--- config.mk ---
export PLATFORM = sky130hd
export DESIGN_NAME = uart_receive
export DESIGN_NICKNAME = d
export VERILOG_FILES = /design/src/rtl/uart_pkg.sv /design/src/rtl/uart_rx_sampler.sv /design/src/rtl/uart_receive.sv
export SDC_FILE = /design/constraint.sdc
export NUM_CORES = 1
export LEC_CHECK = 0
export ABC_CLOCK_PERIOD_IN_PS = 3400
export CELL_PAD_IN_SITES_DETAIL_PLACEMENT = 1
export CELL_PAD_IN_SITES_GLOBAL_PLACEMENT = 1
export CORE_MARGIN = 4
export CORE_UTILIZATION = 39
export CTS_CLUSTER_SIZE = 40
export DETAILED_ROUTE_END_ITERATION = 8
export HOLD_SLACK_MARGIN = 0.1
export PLACE_DENSITY = 0.86
export SYNTH_ARGS = -nofsm -noshare
export SYNTH_HDL_FRONTEND = slang
export SYNTH_SLANG_ARGS = --single-unit
--- constraint.sdc ---
create_clock -name clk -period 3.4 [get_ports clk]
set_input_delay 0.68 -clock clk [delete_from_list [all_inputs] [get_ports clk]]
set_output_delay 0.68 -clock clk [all_outputs]
set_load 0.02 [all_outputs]
--- src/rtl/uart_pkg.sv ---
// UART shared definitions: state encodings, frame shape, clock-divider floor and the 2-of-3 vote helper.
// Latency: none; types, constants and a pure function only.
// Backpressure: not applicable. UART_RX_MAJORITY_EN selects the receiver's voted sampling offset.
package uart_pkg;

    // Receiver FSM states; the transmitter uses the same package for its own constants.
    typedef enum logic [2:0] {
        ST_IDLE      = 3'd0,
        ST_START_BIT = 3'd1,
        ST_RECV_DATA = 3'd2,
        ST_STOP_BIT  = 3'd3,
        ST_WAIT_IDLE = 3'd4
    } uart_state_t;

    // Frame shape: one start bit, eight data bits LSB first, one stop bit.
    localparam int UART_START_BITS = 1;
    localparam int UART_DATA_BITS  = 8;
    localparam int UART_STOP_BITS  = 1;
    localparam int UART_FRAME_BITS = UART_START_BITS + UART_DATA_BITS + UART_STOP_BITS;

    // Smallest clk_div that still leaves room for the half-bit start check
    // and the one-cycle voting window on either side of a sample point.
    localparam int UART_MIN_CLK_DIV = 4;

`ifdef UART_RX_MAJORITY_EN
    // Voted decisions need the sample after the target, so they land one cycle late.
    localparam int UART_RX_VOTE_DELAY = 1;
`else
    localparam int UART_RX_VOTE_DELAY = 0;
`endif

    // 2-of-3 majority.
    function automatic logic maj3(input logic a, input logic b, input logic c);
        return (a & b) | (a & c) | (b & c);
    endfunction

endpackage

--- src/rtl/uart_rx_sampler.sv ---
// RX line conditioning: 2-flop synchronizer, sync-valid qualifier, optional 2-of-3 voter (UART_RX_MAJORITY_EN).
// Latency: 2 clk from rx to o_rx_s; o_rx_dec votes over the current and two previous o_rx_s values.
// Backpressure: none; free-running, samples every clk.
import uart_pkg::*;

module uart_rx_sampler (
    input  logic i_clk,
    input  logic i_rst,
    input  logic i_rx,
    output logic o_rx_s,
    output logic o_rx_vld,
    output logic o_rx_dec
);

    logic [1:0] r_sync;
    logic [1:0] r_fill;

    // Two-stage synchronizer; resets to the idle (high) line level.
    always_ff @(posedge i_clk) begin
        if (i_rst) begin
            r_sync <= 2'b11;
        end else begin
            r_sync <= {r_sync[0], i_rx};
        end
    end

    // Marks when r_sync[1] holds a real line sample rather than its reset value,
    // so a line held low across reset is not mistaken for an idle high line.
    always_ff @(posedge i_clk) begin
        if (i_rst) begin
            r_fill <= 2'b00;
        end else begin
            r_fill <= {r_fill[0], 1'b1};
        end
    end

    assign o_rx_s   = r_sync[1];
    assign o_rx_vld = r_fill[1];

`ifdef UART_RX_MAJORITY_EN
    logic [1:0] r_hist;

    // Keeps the two previous synchronized samples for the voting window.
    always_ff @(posedge i_clk) begin
        if (i_rst) begin
            r_hist <= 2'b11;
        end else begin
            r_hist <= {r_hist[0], r_sync[1]};
        end
    end

    // Decision taken at target+1: votes over samples target-1, target, target+1.
    assign o_rx_dec = maj3(r_hist[1], r_hist[0], r_sync[1]);
`else
    assign o_rx_dec = r_sync[1];
`endif

endmodule

--- src/rtl/uart_receive.sv ---
// UART receiver: 8N1 deframer writing good bytes to an RX FIFO, flagging framing errors and overruns.
// Latency: byte strobed 1 clk after the mid-stop-bit decision (one clk later with UART_RX_MAJORITY_EN).
// Backpressure: none on the line; a byte arriving while fiforx_full=1 is dropped with an overrun pulse.
import uart_pkg::*;

module uart_receive #(
    parameter int DIV_W = 32
) (
    input  logic             clk,
    input  logic             rst,
    input  logic [DIV_W-1:0] clk_div,
    input  logic             rx,
    input  logic             fiforx_full,
    output logic             fiforx_w_en,
    output logic [7:0]       fiforx_w_data,
    output logic             busy,
    output logic             frame_err,
    output logic             overrun
);

    localparam logic [DIV_W-1:0] CNT_ONE   = DIV_W'(1);
    localparam logic [DIV_W-1:0] START_OFS = DIV_W'(UART_RX_VOTE_DELAY);
    localparam logic [2:0]       LAST_BIT  = 3'(UART_DATA_BITS - 1);

    logic w_rx_s;
    logic w_rx_vld;
    logic w_rx_dec;

    uart_rx_sampler u_sampler (
        .i_clk    (clk),
        .i_rst    (rst),
        .i_rx     (rx),
        .o_rx_s   (w_rx_s),
        .o_rx_vld (w_rx_vld),
        .o_rx_dec (w_rx_dec)
    );

    uart_state_t      r_state;
    logic [DIV_W-1:0] r_clk_cnt;
    logic [2:0]       r_bit_idx;
    logic [7:0]       r_shift;
    logic             r_w_en;
    logic [7:0]       r_w_data;
    logic             r_frame_err;
    logic             r_overrun;

    uart_state_t      w_state_nxt;
    logic [DIV_W-1:0] w_clk_cnt_nxt;
    logic [2:0]       w_bit_idx_nxt;
    logic [7:0]       w_shift_nxt;
    logic             w_w_en_nxt;
    logic [7:0]       w_w_data_nxt;
    logic             w_frame_err_nxt;
    logic             w_overrun_nxt;

    logic [DIV_W-1:0] w_start_tgt;
    logic [DIV_W-1:0] w_bit_tgt;

    // Start check sits half a bit in; data/stop checks a full bit after the
    // previous decision, so the voting delay is applied only once at the start.
    assign w_start_tgt = (clk_div >> 1) - CNT_ONE + START_OFS;
    assign w_bit_tgt   = clk_div - CNT_ONE;

    // State and datapath registers; reset parks in WAIT_IDLE so a frame cut by
    // reset is abandoned until the line is seen idle.
    always_ff @(posedge clk) begin
        if (rst) begin
            r_state     <= ST_WAIT_IDLE;
            r_clk_cnt   <= '0;
            r_bit_idx   <= '0;
            r_shift     <= '0;
            r_w_en      <= 1'b0;
            r_w_data    <= 8'h00;
            r_frame_err <= 1'b0;
            r_overrun   <= 1'b0;
        end else begin
            r_state     <= w_state_nxt;
            r_clk_cnt   <= w_clk_cnt_nxt;
            r_bit_idx   <= w_bit_idx_nxt;
            r_shift     <= w_shift_nxt;
            r_w_en      <= w_w_en_nxt;
            r_w_data    <= w_w_data_nxt;
            r_frame_err <= w_frame_err_nxt;
            r_overrun   <= w_overrun_nxt;
        end
    end

    // Next-state, counters and the single-cycle result pulses.
    always_comb begin
        w_state_nxt     = r_state;
        w_clk_cnt_nxt   = r_clk_cnt + CNT_ONE;
        w_bit_idx_nxt   = r_bit_idx;
        w_shift_nxt     = r_shift;
        w_w_en_nxt      = 1'b0;
        w_w_data_nxt    = r_w_data;
        w_frame_err_nxt = 1'b0;
        w_overrun_nxt   = 1'b0;

        case (r_state)
            ST_IDLE: begin
                w_clk_cnt_nxt = '0;
                if (!w_rx_s) begin
                    w_state_nxt = ST_START_BIT;
                end
            end

            ST_START_BIT: begin
                if (r_clk_cnt == w_start_tgt) begin
                    w_clk_cnt_nxt = '0;
                    if (!w_rx_dec) begin
                        w_state_nxt   = ST_RECV_DATA;
                        w_bit_idx_nxt = '0;
                    end else begin
                        // Line went back high before mid start bit: a glitch, not a frame.
                        w_state_nxt = ST_IDLE;
                    end
                end
            end

            ST_RECV_DATA: begin
                if (r_clk_cnt == w_bit_tgt) begin
                    w_clk_cnt_nxt            = '0;
                    w_shift_nxt[r_bit_idx]   = w_rx_dec;
                    w_bit_idx_nxt            = r_bit_idx + 3'd1;
                    if (r_bit_idx == LAST_BIT) begin
                        w_state_nxt = ST_STOP_BIT;
                    end
                end
            end

            ST_STOP_BIT: begin
                if (r_clk_cnt == w_bit_tgt) begin
                    w_clk_cnt_nxt = '0;
                    if (w_rx_dec) begin
                        w_state_nxt = ST_IDLE;
                        if (fiforx_full) begin
                            w_overrun_nxt = 1'b1;
                        end else begin
                            w_w_en_nxt   = 1'b1;
                            w_w_data_nxt = r_shift;
                        end
                    end else begin
                        // Low stop bit: report once, then wait out any break condition.
                        w_frame_err_nxt = 1'b1;
                        w_state_nxt     = ST_WAIT_IDLE;
                    end
                end
            end

            ST_WAIT_IDLE: begin
                w_clk_cnt_nxt = '0;
                if (w_rx_vld && w_rx_s) begin
                    w_state_nxt = ST_IDLE;
                end
            end

            default: begin
                w_clk_cnt_nxt = '0;
                w_state_nxt   = ST_WAIT_IDLE;
            end
        endcase
    end

    assign fiforx_w_en   = r_w_en;
    assign fiforx_w_data = r_w_data;
    assign frame_err     = r_frame_err;
    assign overrun       = r_overrun;
    assign busy          = (r_state != ST_IDLE) & ~rst;

endmodule
==> run summary, run 1 <==
Top cells by count, synth: 82 x nor2_1, 71 x xnor2_1, 61 x dfxtp_1
Yosys Warn Count: 0
Failing checks: setup timing
Final Util: 0.620
Worst EP arrival: 3910 ps
Synth Flop Type: dfxtp_1
Hold Path Origin: u_sampler.r_sync[0]
Avg WL per Cell: 26.7 µm
I/O Buffers: 47
Number of CTS-inserted buffers: 9
Die span in x: 120 µm
Total track usage: 0.299
Clk sinks: 61
Worst r2r src: r_clk_cnt[3]
Hold Slack: 417 ps
Crit Path Max Fanout: 4
Slew HR: 0.488
Sequential cell area: 1220 µm²
Clock transition at path regs: 50 ps
Area contributors post-synth: dfxtp_1 25%, xnor2_1 13%, xor2_1 7.3%
#FFs+latches synth: 61
Antenna-violating nets left: 0
Fmax: 272 MHz
Fin. Hold Viols: 0
Max clock buf depth: 2
Gate Count Post-Synth: 637
Post-synthesis sequential area ratio: 0.249
Synth top area share: 0.249
H-tree Lvls: 3
Most common cell in the synthesized netlist: nor2_1
Nets: 838
Hpwl dp: 14.6 mm
Largest net degree at the start of global routing: 25
Leading area contributor after synthesis: dfxtp_1
Layout Area Growth over Synthesis: 53.7%
Layout fillers: 1428
Min-Delay Path Class: flop to flop
Status: finished with violations
Final min period: 3670 ps
Synth unique cells: 65
Vias per cell: 6.41
Startpoint types: primary input
P_leak: 2.78 nW
Die footprint: 14400 µm²
Skew-Pair Late Insertion Delay: 360 ps
Power per cell area: 276 nW/µm²
Max Slew Vio Count: 0
Die H: 120 µm
Number of flops mapped to enable cells by yosys: 0
Setup crit start: clk_div[13]
Worst EP required: 3640 ps
Worst vdd ir: 0.236 mV
Initial DRC count: 606
Layout cells sized above 1: 0.354
Initial antenna violation count: 1
Clock Tree Root: clkbuf_16
Initial core utilization: 0.403
Via count: 6222
FP Rows: 40
Worst Max-Slew Pin Slew: 762 ps
Area of the multi-input gates: 4020 µm²
Mapped Area: 4900 µm²
Congestion Overflow GR: 0
Vias in the first global route: 6255
RD Place Congestion: 0.961
Final WL: 25.9 mm
Max_cap viols: 0
CTS tree: built
Skew final: 7.84 ps
Critical path class: primary input to flop
# DRC: 0
Mapped Nets: 678
Fin crit share: 1.08
Post-cts hold buffer count: 0
Final setup viols: 38
I/O pins: 48
R2r setup slk: 250 ps
Global-route wire length before repair: 34.0 mm
Core Area: 12200 µm²
Kind of end point of the critical path: flop
Setup slack at placement: -830 ps
Final setup margin: -270 ps
Synth async-reset ratio: 0
RSZ-0062 raised after global routing: true
Detailed Routing Iterations Pass 1: 5
Mapped Avg Cell Area: 7.69 µm²
[cell type report]
type | count | area share
multi-input cells | 518 | 0.533
inverters | 14 | 0.0103
clock buffers | 9 | 0.0299
repair buffers | 193 | 0.226
flip-flops and latches | 61 | 0.162
diodes | 1 | 0.000332
well taps | 168 | 0.0279
clock inverters | 7 | 0.00996
[state kept, by name (all words and copies together) (netlist names)]
name	flops
fiforx_w_en	1
fiforx_w_data	8
r_bit_idx	3
u_sampler.r_fill	2
u_sampler.r_sync	2
r_state	3
frame_err	1
r_clk_cnt	32
r_shift	8
overrun	1
[metal layers]
layer,vias to the layer above,GRT usage,part of all wire
met5,-,0,0
met4,0,0.136,0.075
met3,180,0.0683,0.079
met2,409,0.534,0.49
met1,3037,0.336,0.36
li1,2596,-,-
[stage by stage]
stage / instance area (µm²) / total power [mW] / instances / setup TNS, ps
3_3_place_gp: 6370 / 1.04 / 930 / -38380
5_1_grt: 7530 / 2.13 / 971 / -7840
3_5_place_dp: 6370 / 1.06 / 930 / -42230
2_1_floorplan: 4950 / 0.885 / 637 / -202
6_report: 7530 / 2.08 / 971 / -3430
4_1_cts: 7000 / 2.01 / 955 / -21.7
[path summary, 6_finish.rpt]
check	end	cells past startpoint
setup reg to reg	r_clk_cnt[29]	8
hold reg to reg	u_sampler.r_sync[1]	1
setup / recovery	r_bit_idx[2]	15
hold / removal	u_sampler.r_sync[1]	1
[critical path: stages]
cell and delay [ps]:
dlygate4sd2_1 270, buf_4 170, nor4_2 150, buf_4 190
buf_4 110, nand4_1 150, buf_6 180, nor4_2 230
xnor2_1 190, nor4b_1 340, and2_1 180, nor4bb_1 470
a31oi_2 230, buf_4 210, mux2i_2 140
[report_power, final]
group          internal, mW  total [mW]  switching (mW)
logic                 0.175       0.397           0.221
clock network         0.569       0.956           0.387
registers             0.718       0.724         0.00577
[cells in the final DEF, fill, tap and decap left out, drive strengths merged, types with 5 or more instances in the layout]
master and n:
dlygate4sd2 5, dfxtp 61, and3 14, inv 14, nand2 38, or4 9, nor4 25, nand3 28
nor3 20, clkdlybuf4s50 26, clkbuf 14, dlymetal6s2s 7, nor2b 12, or3 15, mux2i 12, or2 7
a31oi 7, a21oi 17, buf 148, nor4b 5, xor2 41, xnor2 71, nand4 27, nor2 82
ha 5, nor3b 5, o21ai 17
[kinds of logic (layout without fill, tap and decap cells)]
| group | after synthesis | in the layout | synth area share |
|---|---|---|---|
| buffers and inverters | 58 | 223 | 0.0485 |
| other | 0 | 1 | 0 |
| AOI/OAI and AO/OA | 77 | 77 | 0.109 |
| muxes | 14 | 14 | 0.0299 |
| xor gates and xnor gates | 112 | 112 | 0.200 |
| DFF | 61 | 61 | 0.249 |
| and+or+nand+nor | 310 | 310 | 0.351 |
| adders and majority gates | 5 | 5 | 0.0128 |
[timing repair]
item                                    4_1_cts  5_1_grt
buffers inserted                              8       13
endpoints found under the hold margin         0        0
gates resized for setup                      82      103
cloned                                        2        3
pin swaps                                    24       49
endpoints found under the setup margin       57       56
No activity file was read; power rests on OpenSTA's default activity.
==> run 2: changes to the inputs <==
Settings changed: ABC_CLOCK_PERIOD_IN_PS 3400 to 4010, CORE_UTILIZATION 39 to 40, PLACE_DENSITY 0.86 to 0.85.
Clock period 3.4 ns to 4.01 ns, I/O delays scaled along.
==> run 2 against run 1 <==
  * The flow now finishes without violations
  * Non-clock buffer count fell by 52
  * Final area fell by 13%
  * Critical path depth fell by 1
  * Wire length fell by 29%
  * Clock skew rose by 2.0 ps
  * Final cell count fell by 7.6%
  * Die area fell by 2.3%
  * Register-to-register slack improved by 910 ps
  * First-iteration DRC count fell by 43%
  * Total power fell by 20%
  * Largest power group unchanged
  * Highest routed layer unchanged
==> run summary, run 2 (synthesis results as in run 1) <==
Final min period: 3970 ps
Combinational Power Share: 0.157 (-0.034)
Initial core utilization: 0.408 (+0.00504)
Total track usage: 0.249 (-0.0499)
Flip-flop count of the largest register, all copies and words added: 32 (unchanged)
Most frequent cells in the layout: 90 x buf_4, 82 x nor2_1, 71 x xnor2_1
Layout Area Growth over Synthesis: 33.6%
I/O Buffers: 47 (unchanged)
Clock Tree Root: clkbuf_16
Most flops, register: r_clk_cnt
Sw Pwr: 0.448 mW (-27%)
Via count: 5356 (-14%)
Worst vdd ir: 0.146 mV (-38%)
Skew-Pair Late Insertion Delay: 350 ps (about the same)
FF-to-FF End: r_clk_cnt[30]
Final setup viols: 0 (-100%)
Fin. Hold Viols: 0 (unchanged)
Hpwl dp: 13.6 mm (-6.5%)
Status: completed
Final WL: 18.4 mm (-29%)
CTS tree: built
RSZ-0062 raised after global routing: true
Worst r2r src: r_clk_cnt[2]
Fin crit share: 0.990
Kind of end point of the critical path: flop
Setup slack at placement: -384 ps (+446 ps)
Antenna-violating nets left: 0 (unchanged)
Max_cap viols: 0 (unchanged)
Fmax: 252 MHz
Clock transition at path regs: 50 ps (about the same)
DP Area: 6030 µm² (-5.4%)
R2r setup slk: 1160 ps (+910 ps)
Slew HR: 0.566 (+0.0778)
Number of CTS-inserted buffers: 9 (unchanged)
Crit Path Max Fanout: 11 (+7)
Startpoint types: primary input
RD Place Congestion: 1.02 (+6.4%)
Core Area: 12000 µm² (-1.2%)
Vias per cell: 5.97 (-6.8%)
Power per cell area: 254 nW/µm² (-7.9%)
Skew final: 9.80 ps (+1.96 ps)
Placed cell count: 873 (-6.1%)
Max clock buf depth: 2 (unchanged)
Worst r2r path cells: 10 (+2)
Max Slew Vio Count: 0 (unchanged)
Die span in x: 119 µm (-1.2%)
Nets: 786 (-6.2%)
Worst EP required: 4240 ps (+600 ps)
Avg WL per Cell: 20.5 µm (-23%)
Min-Delay Path Class: flop to flop
Cell Int Power: 1.21 mW (-17%)
Worst hold path endpoint: u_sampler.r_sync[1]
Final setup margin: 38.7 ps (+309 ps)
Detailed Routing Iterations Pass 1: 5 (unchanged)
Layout fillers: 1469 (+2.9%)
# diodes: 0 (-1)
Critical path class: primary input to flop
Initial antenna violation count: 0 (-1)
Initial DRC count: 344 (-43%)
Global-route wire length before repair: 28.3 mm (-17%)
Clock power frac: 0.475 (+0.015)
Hold Slack: 412 ps (-5.21 ps)
Switching part of the total: 0.270 (-0.0262)
Tot Pwr: 1.66 mW (-20%)
Congestion Overflow GR: 0 (unchanged)
Vias in the first global route: 5538 (-11%)
Final setup TNS: 0 ps (+3430 ps)
Commonest non-fill, non-tap cell in the layout: buf_4
FP Rows: 40 (unchanged)
Hold Path Origin: u_sampler.r_sync[0]
Non-filler cells, final: 897 (-7.6%)
Worst EP arrival: 4210 ps (+300 ps)
Worst Max-Slew Pin Slew: 646 ps (-116 ps)
Layout cells sized above 1: 0.197 (-0.157)
I/O pins: 48 (unchanged)
Largest net degree at the start of global routing: 26 (+4.0%)
Sequential power share: 0.368 (+0.019)
Worst hold path depth: 1 (unchanged)
Die H: 119 µm (-1.2%)
P_leak: 2.38 nW (-14%)
Die footprint: 14100 µm² (-2.3%)
# DRC: 0 (unchanged)
Post-route cell area: 6550 µm² (-13%)
H-tree Lvls: 3 (unchanged)
Clk sinks: 61 (unchanged)
Final Util: 0.545 (-0.0743)
==> run 2: changes by cell type in the layout (fill, tap and decap cells not counted), moves of 5 or more <==
cell,before,now
dlygate4sd2_1,5,0
nor4_1,5,15
buf_4,129,90
nor3_1,15,20
nor2_2,17,0
clkdlybuf4s50_1,26,43
nor2_1,53,82
nor4_4,10,3
buf_6,11,0
nor2_4,12,0
==> run 2: cell type report <==
| class | count | area [µm²] | share of cell area |
|---|---|---|---|
| clock buffers | 9 | 225 | 0.0344 |
| clock inverters | 7 | 75.1 | 0.0115 |
| inverters | 14 | 52.6 | 0.00802 |
| multi-input cells | 518 | 3540 | 0.541 |
| flip-flops and latches | 61 | 1220 | 0.186 |
| well taps | 147 | 184 | 0.0281 |
| repair buffers | 141 | 1250 | 0.190 |
==> run 2: worst max-delay path: stages <==
cell,delay [ps]
clkdlybuf4s50_1,420
inv_1,90
ha_2,230
or4b_4,530
nor4_4,190
nand4_1,160
or3_4,420
a2111oi_4,360
o2111ai_2,240
nor2b_4,210
o21bai_4,190
buf_12,160
clkbuf_16,160
nor2_1,50
==> run 2: worst max-delay path by stage <==
stage,start,endpoint,slack (ps),depth (start not counted)
after global routing,clk_div[1],r_clk_cnt[22],-100,14
after global placement,clk_div[5],r_bit_idx[0],-270,13
final,clk_div[1],r_clk_cnt[30],40,14
after floorplan,clk_div[1],r_bit_idx[0],260,11
after detailed placement,clk_div[1],r_bit_idx[0],-380,12
after CTS,clk_div[0],r_shift[4],10,13
==> run 2: power groups by stage <==
| stage | Sequential [mW] | Combinational, mW | Clock [mW] |
|---|---|---|---|
| 5_1_grt | 0.612 | 0.277 | 0.839 |
| 3_3_place_gp | 0.625 | 0.236 | 0 |
| 6_report | 0.612 | 0.260 | 0.790 |
| 2_1_floorplan | 0.623 | 0.123 | 0 |
| 4_1_cts | 0.612 | 0.249 | 0.804 |
| 3_5_place_dp | 0.625 | 0.246 | 0 |
==> run 2: per-layer routing <==
layer	GRT usage	vias to the layer above	routed length, µm
met3	0.0488	50	1130
li1	-	2483	-
met5	0	-	0
met4	0.0847	0	582
met1	0.302	2649	7390
met2	0.438	174	9290
==> run 2: timing repair <==
| action | in CTS | in global routing |
|---|---|---|
| buffers inserted | 0 | 6 |
| resized for setup | 1 | 22 |
| endpoints found under the setup margin | 24 | 56 |
| gates cloned | 0 | 2 |
| hold buffers | 0 | 0 |
| pin swaps | 0 | 5 |
==> run 3: changes to the inputs <==
Settings changed: HOLD_SLACK_MARGIN 0.1 to 0.12.
==> results of run 3 <==
Same layout as run 2: the final DEF is identical, and so are final timing and power.
